## src/rtl/ama_riscv_mmio_uart_pkg.sv

```systemverilog
// Shared types and sizes for the MMIO UART peripheral.
package ama_riscv_mmio_uart_pkg;

  localparam int UART_DATA_W        = 8;
  localparam int UART_RX_FIFO_DEPTH = 4;

  typedef enum logic [1:0] {
    IDLE  = 2'd0,
    START = 2'd1,
    DATA  = 2'd2,
    STOP  = 2'd3
  } uart_state_t;

endpackage

```

## src/rtl/ama_riscv_uart_rx.sv

```systemverilog
// 8N1 UART receiver: 2-flop synchronizer, RX FSM and bit counter.
// rx_accept pulses for one cycle when a byte with a valid stop bit is sampled;
// rx_data holds that byte in the same cycle.
module ama_riscv_uart_rx
  import ama_riscv_mmio_uart_pkg::*;
#(
  parameter int CLKS_PER_BIT = 868
) (
  input  logic                   clk,
  input  logic                   rst,
  input  logic                   serial_in,
  output logic [UART_DATA_W-1:0] rx_data,
  output logic                   rx_accept
);

  localparam int CNT_W = $clog2(CLKS_PER_BIT);
  localparam logic [CNT_W-1:0] BIT_LAST  = CNT_W'(CLKS_PER_BIT - 1);
  localparam logic [CNT_W-1:0] HALF_LAST = CNT_W'(CLKS_PER_BIT / 2 - 1);

  logic                   sync_q1, sync_q2;
  uart_state_t            state, state_d;
  logic [CNT_W-1:0]       cnt, cnt_d;
  logic [2:0]             bit_idx, bit_idx_d;
  logic [UART_DATA_W-1:0] shift, shift_d;

  // Synchronizer resets to idle-high so leaving reset never looks like a start bit
  always_ff @(posedge clk) begin
    if (rst) begin
      sync_q1 <= 1'b1;
      sync_q2 <= 1'b1;
    end else begin
      sync_q1 <= serial_in;
      sync_q2 <= sync_q1;
    end
  end

  // FSM and datapath registers
  always_ff @(posedge clk) begin
    if (rst) begin
      state   <= IDLE;
      cnt     <= '0;
      bit_idx <= '0;
      shift   <= '0;
    end else begin
      state   <= state_d;
      cnt     <= cnt_d;
      bit_idx <= bit_idx_d;
      shift   <= shift_d;
    end
  end

  // Next state: start bit confirmed at mid-bit, then one sample per bit period
  always_comb begin
    state_d   = state;
    cnt_d     = cnt;
    bit_idx_d = bit_idx;
    shift_d   = shift;
    rx_accept = 1'b0;
    case (state)
      IDLE: begin
        cnt_d = '0;
        if (!sync_q2) state_d = START;
      end
      START: begin
        if (cnt == HALF_LAST) begin
          cnt_d     = '0;
          bit_idx_d = '0;
          state_d   = sync_q2 ? IDLE : DATA;  // high at mid-bit: glitch
        end else begin
          cnt_d = cnt + CNT_W'(1);
        end
      end
      DATA: begin
        if (cnt == BIT_LAST) begin
          cnt_d   = '0;
          shift_d = {sync_q2, shift[UART_DATA_W-1:1]};  // LSB arrives first
          if (bit_idx == 3'(UART_DATA_W - 1)) state_d = STOP;
          else bit_idx_d = bit_idx + 3'd1;
        end else begin
          cnt_d = cnt + CNT_W'(1);
        end
      end
      STOP: begin
        if (cnt == BIT_LAST) begin
          cnt_d     = '0;
          state_d   = IDLE;
          rx_accept = sync_q2;  // low stop bit: framing error, byte dropped
        end else begin
          cnt_d = cnt + CNT_W'(1);
        end
      end
      default: state_d = IDLE;
    endcase
  end

  assign rx_data = shift;

endmodule

```

## src/rtl/ama_riscv_mmio_uart.sv

```systemverilog
// MMIO UART peripheral: 8N1 TX, RX (sub-module), RX holding register or FIFO,
// plus cycle and retired-instruction counters.
// Build option: MMIO_UART_RX_FIFO_EN replaces the RX holding register with a
// UART_RX_FIFO_DEPTH-entry FIFO.
module ama_riscv_mmio_uart
  import ama_riscv_mmio_uart_pkg::*;
#(
  parameter int CLK_FREQ  = 100_000_000,
  parameter int BAUD_RATE = 115_200
) (
  input  logic                   clk,
  input  logic                   rst,
  input  logic                   serial_in,
  output logic                   serial_out,
  input  logic                   store_to_uart,
  input  logic [UART_DATA_W-1:0] mmio_uart_data_in,
  input  logic                   load_from_uart,
  input  logic                   mmio_reset_cnt,
  input  logic                   inst_wb_nop_or_clear,
  output logic [UART_DATA_W-1:0] mmio_uart_data_out,
  output logic                   mmio_data_out_valid,
  output logic                   mmio_data_in_ready,
  output logic [31:0]            mmio_cycle_cnt,
  output logic [31:0]            mmio_instr_cnt
);

  localparam int CLKS_PER_BIT = CLK_FREQ / BAUD_RATE;
  localparam int CNT_W = $clog2(CLKS_PER_BIT);
  localparam logic [CNT_W-1:0] BIT_LAST = CNT_W'(CLKS_PER_BIT - 1);

  // Counters: reset level wins over increment; both wrap naturally
  always_ff @(posedge clk) begin
    if (rst || mmio_reset_cnt) begin
      mmio_cycle_cnt <= '0;
      mmio_instr_cnt <= '0;
    end else begin
      mmio_cycle_cnt <= mmio_cycle_cnt + 32'd1;
      if (!inst_wb_nop_or_clear) mmio_instr_cnt <= mmio_instr_cnt + 32'd1;
    end
  end

  // ---------------- TX ----------------
  logic                   tx_start_q;
  uart_state_t            tx_state, tx_state_d;
  logic [CNT_W-1:0]       tx_cnt, tx_cnt_d;
  logic [2:0]             tx_bit, tx_bit_d;
  logic [UART_DATA_W-1:0] tx_shift, tx_shift_d;
  logic                   tx_out_d;

  // Store strobe is registered so the byte (valid one cycle later) lines up with it
  always_ff @(posedge clk) begin
    if (rst) begin
      tx_start_q <= 1'b0;
      tx_state   <= IDLE;
      tx_cnt     <= '0;
      tx_bit     <= '0;
      tx_shift   <= '0;
      serial_out <= 1'b1;
    end else begin
      tx_start_q <= store_to_uart;
      tx_state   <= tx_state_d;
      tx_cnt     <= tx_cnt_d;
      tx_bit     <= tx_bit_d;
      tx_shift   <= tx_shift_d;
      serial_out <= tx_out_d;
    end
  end

  // TX next state; a start request outside IDLE is ignored (byte dropped)
  always_comb begin
    tx_state_d = tx_state;
    tx_cnt_d   = tx_cnt;
    tx_bit_d   = tx_bit;
    tx_shift_d = tx_shift;
    tx_out_d   = serial_out;
    case (tx_state)
      IDLE: begin
        if (tx_start_q) begin
          tx_state_d = START;
          tx_shift_d = mmio_uart_data_in;
          tx_cnt_d   = '0;
          tx_out_d   = 1'b0;
        end
      end
      START: begin
        if (tx_cnt == BIT_LAST) begin
          tx_state_d = DATA;
          tx_cnt_d   = '0;
          tx_bit_d   = '0;
          tx_out_d   = tx_shift[0];
        end else begin
          tx_cnt_d = tx_cnt + CNT_W'(1);
        end
      end
      DATA: begin
        if (tx_cnt == BIT_LAST) begin
          tx_cnt_d = '0;
          if (tx_bit == 3'(UART_DATA_W - 1)) begin
            tx_state_d = STOP;
            tx_out_d   = 1'b1;
          end else begin
            tx_bit_d   = tx_bit + 3'd1;
            tx_shift_d = {1'b0, tx_shift[UART_DATA_W-1:1]};
            tx_out_d   = tx_shift[1];
          end
        end else begin
          tx_cnt_d = tx_cnt + CNT_W'(1);
        end
      end
      STOP: begin
        if (tx_cnt == BIT_LAST) begin
          tx_state_d = IDLE;
          tx_cnt_d   = '0;
        end else begin
          tx_cnt_d = tx_cnt + CNT_W'(1);
        end
      end
      default: tx_state_d = IDLE;
    endcase
  end

  assign mmio_data_in_ready = (tx_state == IDLE) && !tx_start_q;

  // ---------------- RX ----------------
  logic [UART_DATA_W-1:0] rx_data;
  logic                   rx_accept;

  ama_riscv_uart_rx #(.CLKS_PER_BIT(CLKS_PER_BIT)) u_rx (
    .clk       (clk),
    .rst       (rst),
    .serial_in (serial_in),
    .rx_data   (rx_data),
    .rx_accept (rx_accept)
  );

`ifdef MMIO_UART_RX_FIFO_EN
  localparam int PTR_W = $clog2(UART_RX_FIFO_DEPTH);
  localparam logic [PTR_W:0] FIFO_FULL = (PTR_W+1)'(UART_RX_FIFO_DEPTH);

  logic [UART_RX_FIFO_DEPTH-1:0][UART_DATA_W-1:0] fifo_mem;
  logic [PTR_W-1:0] rd_ptr, wr_ptr;
  logic [PTR_W:0]   fifo_cnt;
  logic             push, pop;

  // Pop is resolved first so a full FIFO can still take a byte on a pop cycle
  assign pop  = load_from_uart && (fifo_cnt != '0);
  assign push = rx_accept && ((fifo_cnt != FIFO_FULL) || pop);

  // RX FIFO: pointers and occupancy
  always_ff @(posedge clk) begin
    if (rst) begin
      fifo_mem <= '0;
      rd_ptr   <= '0;
      wr_ptr   <= '0;
      fifo_cnt <= '0;
    end else begin
      if (push) begin
        fifo_mem[wr_ptr] <= rx_data;
        wr_ptr           <= wr_ptr + PTR_W'(1);
      end
      if (pop) rd_ptr <= rd_ptr + PTR_W'(1);
      if (push && !pop)      fifo_cnt <= fifo_cnt + (PTR_W+1)'(1);
      else if (pop && !push) fifo_cnt <= fifo_cnt - (PTR_W+1)'(1);
    end
  end

  assign mmio_uart_data_out  = fifo_mem[rd_ptr];
  assign mmio_data_out_valid = (fifo_cnt != '0);
`else
  // Single holding register: new byte overwrites, and wins over a same-cycle load
  always_ff @(posedge clk) begin
    if (rst) begin
      mmio_uart_data_out  <= '0;
      mmio_data_out_valid <= 1'b0;
    end else if (rx_accept) begin
      mmio_uart_data_out  <= rx_data;
      mmio_data_out_valid <= 1'b1;
    end else if (load_from_uart) begin
      mmio_data_out_valid <= 1'b0;
    end
  end
`endif

endmodule

```

## config.mk

```make
export PLATFORM = sky130hd
export DESIGN_NAME = ama_riscv_mmio_uart
export DESIGN_NICKNAME = d
export VERILOG_FILES = /design/src/rtl/ama_riscv_mmio_uart_pkg.sv /design/src/rtl/ama_riscv_uart_rx.sv /design/src/rtl/ama_riscv_mmio_uart.sv
export SDC_FILE = /design/constraint.sdc
export NUM_CORES = 1
export LEC_CHECK = 0
export ABC_AREA = 1
export BUFFER_PORTS_ARGS = -buffer_cell sky130_fd_sc_hd__buf_2
export CAP_MARGIN = 10
export CORE_ASPECT_RATIO = 0.75
export CORE_MARGIN = 10
export CORE_UTILIZATION = 52
export CTS_CLUSTER_DIAMETER = 100
export CTS_CLUSTER_SIZE = 30
export DETAILED_ROUTE_END_ITERATION = 6
export PLACE_DENSITY = 0.78
export SYNTH_ARGS = -nofsm -noshare
export SYNTH_HDL_FRONTEND = slang
export SYNTH_HIERARCHICAL = 1
export SYNTH_SLANG_ARGS = --single-unit
export TNS_END_PERCENT = 1
```

## constraint.sdc

```tcl
create_clock -name clk -period 1.6 [get_ports clk]
set_input_delay 0.32 -clock clk [delete_from_list [all_inputs] [get_ports clk]]
set_output_delay 0.32 -clock clk [all_outputs]
set_load 0.05 [all_outputs]
```

==> results.yml <==
drt:
  drc: 0
  num_vias: 6074
  top_layer_used: "met4"
  first_iter_violations: 542
  routedWlPerCell_microns: 13.5
  wl_met3_microns: 1090
  drtPass1Iterations: 5
  met1_length_microns: 7620
  route.met2.wl_microns: 7210
  drt_wl_total_microns: 16100
  final_antenna_net_count: 0
  routed_via_density: 5.11
layout:
  fill_cells: 976
  nNetsFinal: 1045
  multiInputGateArea_sq_um: 3480
  final_cell_area_sq_um: 7730
  diodes: 0
  syn2layout_area_growth_pct: 23.0
  drive_above_1_share_pct: 24.5
  seq_area_sq_um: 2470
  final_util_pct: 66.1
timing:
  setup_violations: 0
  period_share_pct: 98.2
  tightest_slew_ns: 0.708
  finalCriticalPeriod_ns: 1.57
  maxSlewViolCount: 0
  max_slew_margin_pct: 52.8
  fmax_ghz: 0.636
  rsz0062_at_grt: "yes"
  skew_ns: 0.0158
  hold_viol: 0
synth:
  ys_seq_elements: 123
  yosysTopAreaCell: "dfxtp_1"
  synth.distinct_cells: 43
  yosysWarnings: 6
  synth_edf_count: 0
  ys_seq_area_share_pct: 39.2
  synthArstFlopShare_pct: 0
  synthesis.area_sq_um: 6280
  synth_top_area_share_pct: 39.2
  synthCells: 896
  synth_fp_nets: 925
  synthFlopType: "dfxtp_1"
  syn_area_per_cell_sq_um: 7.01
  ys_top_cells_by_area: "dfxtp_1 39%, nand2_1 13%, nor2_1 8.3%, a21oi_1 5.6%, inv_1 4.8%"
place:
  placed_area_sq_um: 7040
  portBuffers: 89
  globalplace.congestion: 0.903
  dp_hpwl_microns: 11600
floorplan:
  core_area_sq_um: 11700
  io_pins: 90
  fp-row-count: 34
  die_area_sq_um: 16900
  die_x_microns: 147
  die_height_microns: 115
  start_util_pct: 53.7
clock_tree:
  clockBufferDepth: 2
  cts_root_buf: "clkbuf_16"
  cts_buffers: 17
  clock_latency_ns: 0.41
  h-tree-depth: 4
  cts.clk_slew.worst_paths_ns: 0.05
  cts_sinks: 123
  cts_tree: "yes"
worst_hold_path:
  hold_class: "in -> reg"
  min_from: "store_to_uart"
  holdPathStages: 3
setup_path:
  crit_slowest_cell: "dfxtp_1"
  critPathMaxFanout: 3
  critPathArrivalTime_ns: 1.25
  worstPathRequired_ns: 1.28
  rr_worst_depth: 10
  crit_buf_inv: 3
  cpMostUsedCell: "inv_2"
  worstSetupEndpointType: "primary output"
  cpPeakStageDelay_ns: 0.35
  crit_cells: 5
  reg2reg_from: "tx_cnt[0]"
  path_cells: "inv_2 > ha_1 > inv_2 > nor2_4 > buf_8"
  path_delay_family: "flip-flops"
  crit_type: "reg -> out"
  worstSetupStartpointType: "flop"
  critPathLaunch: "tx_state[1]"
grt:
  grt_pass1_vias: 5647
  track_usage_pct: 18.5
  overflow: 0
  grt_max_degree: 38
  antenna_found_initial: 0
  grt_pass1_wl_microns: 26500
pwr:
  powerDensity_nw_per_um2: 1130
  p_leak_nw: 3.18
  peakVddDrop_v: 0.000820
run_status:
  outcome: "complete, no violations"
flow_run:
  maxCapViolCount: 0
[per-layer routing]
metal  vias up  global-route usage, %
met1      2762                   24.0
li1       3119                      -
met5         -                      0
met2       181                   29.3
met4         0                   4.68
met3        12                   5.89
[layout make-up]
| type | instances | share of cell area [%] |
|---|---|---|
| Tap cell | 162 | 2.62 |
| Clock buffer | 23 | 6.31 |
| Timing Repair Buffer | 114 | 8.37 |
| Sequential cell | 123 | 32.0 |
| Inverter | 96 | 4.76 |
| Multi-Input combinational cell | 664 | 45.1 |
| Clock inverter | 7 | 0.858 |
[cells in the mapped netlist (7+ instances only)]
library cell	n
nand2_1	221
nor2_1	139
dfxtp_1	123
inv_1	80
a21oi_1	70
nand3_1	46
o21ai_0	32
nand4_1	22
nor3_1	17
nand2_2	15
ha_1	14
nor2_2	14
inv_2	12
xor2_1	10
nor2_4	9
nand2_4	8
clkbuf_1	7
[sequential cells by signal, indices dropped and copies added, names as in the netlist, named ones only]
name,cells
u_rx/bit_idx,3
u_rx/state,1
u_rx/sync_q2,1
mmio_uart_data_out,8
tx_state,2
mmio_instr_cnt,32
u_rx/rx_data,8
tx_start_q,1
u_rx/cnt,10
tx_bit,3
mmio_cycle_cnt,32
tx_cnt,10
mmio_data_out_valid,1
u_rx/sync_q1,1
serial_out,1
tx_shift,8
[metrics by stage]
stage | std cells | setup TNS, ns | setup WS [ns] | power (W) | hold WS [ns]
global placement | 1155 | 0 | 0.0702 | 0.00492 | 0.396
CTS | 1186 | 0 | 0.000118 | 0.00862 | 0.115
global route | 1189 | -0.327 | -0.0630 | 0.00909 | 0.141
detailed placement | 1155 | 0 | 0.0272 | 0.00495 | 0.415
finish | 1189 | 0 | 0.0286 | 0.00871 | 0.123
floorplan | 896 | -0.273 | -0.0440 | 0.00452 | 0.389
[what timing repair did]
item                       in CTS  in global routing
setup endpoints to repair       2                 32
cloned                          0                  0
hold buffers                    0                  0
pin swaps                       1                  5
gates resized for setup         7                 23
buffers inserted                1                  3
[cells by family after synthesis]
logic type / synth area share, %
AO/OA/AOI/OAI: 10.4
XOR/XNOR: 1.95
adder cells (fa/ha/maj): 2.79
buffers and inverters: 6.69
flip-flops: 39.2
AND/OR/NAND/NOR: 39.0
[report_power, final]
group | internal (W) | leakage (nW) | total (W) | switching [W]
combinational | 0.000677 | 1.91 | 0.00179 | 0.00111
sequential | 0.00322 | 0.998 | 0.00332 | 0.0000981
clock | 0.00227 | 0.275 | 0.00360 | 0.00133
total | 0.00618 | 3.18 | 0.00871 | 0.00254
[path summary, 6_finish.rpt]
check | slack (ns) | endpoint
max | 0.03 | mmio_data_in_ready
min | 0.12 | tx_start_q
max reg2reg | 0.07 | tx_cnt[9]
min reg2reg | 0.43 | u_rx/sync_q2
[worst register-to-register path, delay by kind of cell (launching register included)]
family	cells	cell delay [ns]
adder cells (fa/ha/maj)	1	0.22
AND/OR/NAND/NOR	7	0.72
flip-flops	1	0.38
buffers and inverters	2	0.11
[layout by cell type (no fill, tap or decap), types with 3 or more instances in the layout]
master     Yosys  layout
nand2_4        8       8
nor3_1        17      16
dfxtp_1      123     115
nor2_2        14      16
inv_1         80      78
o21ai_0       32      32
o21a_1         5       5
dfxtp_2        0       7
nor2_4         9      13
xor2_1        10      10
nand3b_1       3       3
ha_1          14       9
nand3_1       46      46
inv_2         12      14
a21oi_1       70      70
buf_2          4      88
o21ai_1        4       3
nor3b_2        4       4
clkbuf_16      0      17
nand2_2       15      16
nand3_2        4       4
xnor2_1        4       4
nand4_1       22      22
ha_2           0       4
nor2_1       139     133
nand2_1      221     220
buf_4          0      24
clkinv_2       1       6
clkbuf_8       0       4
nand3_4        3       3
No activity file was read; power rests on OpenSTA's default activity.
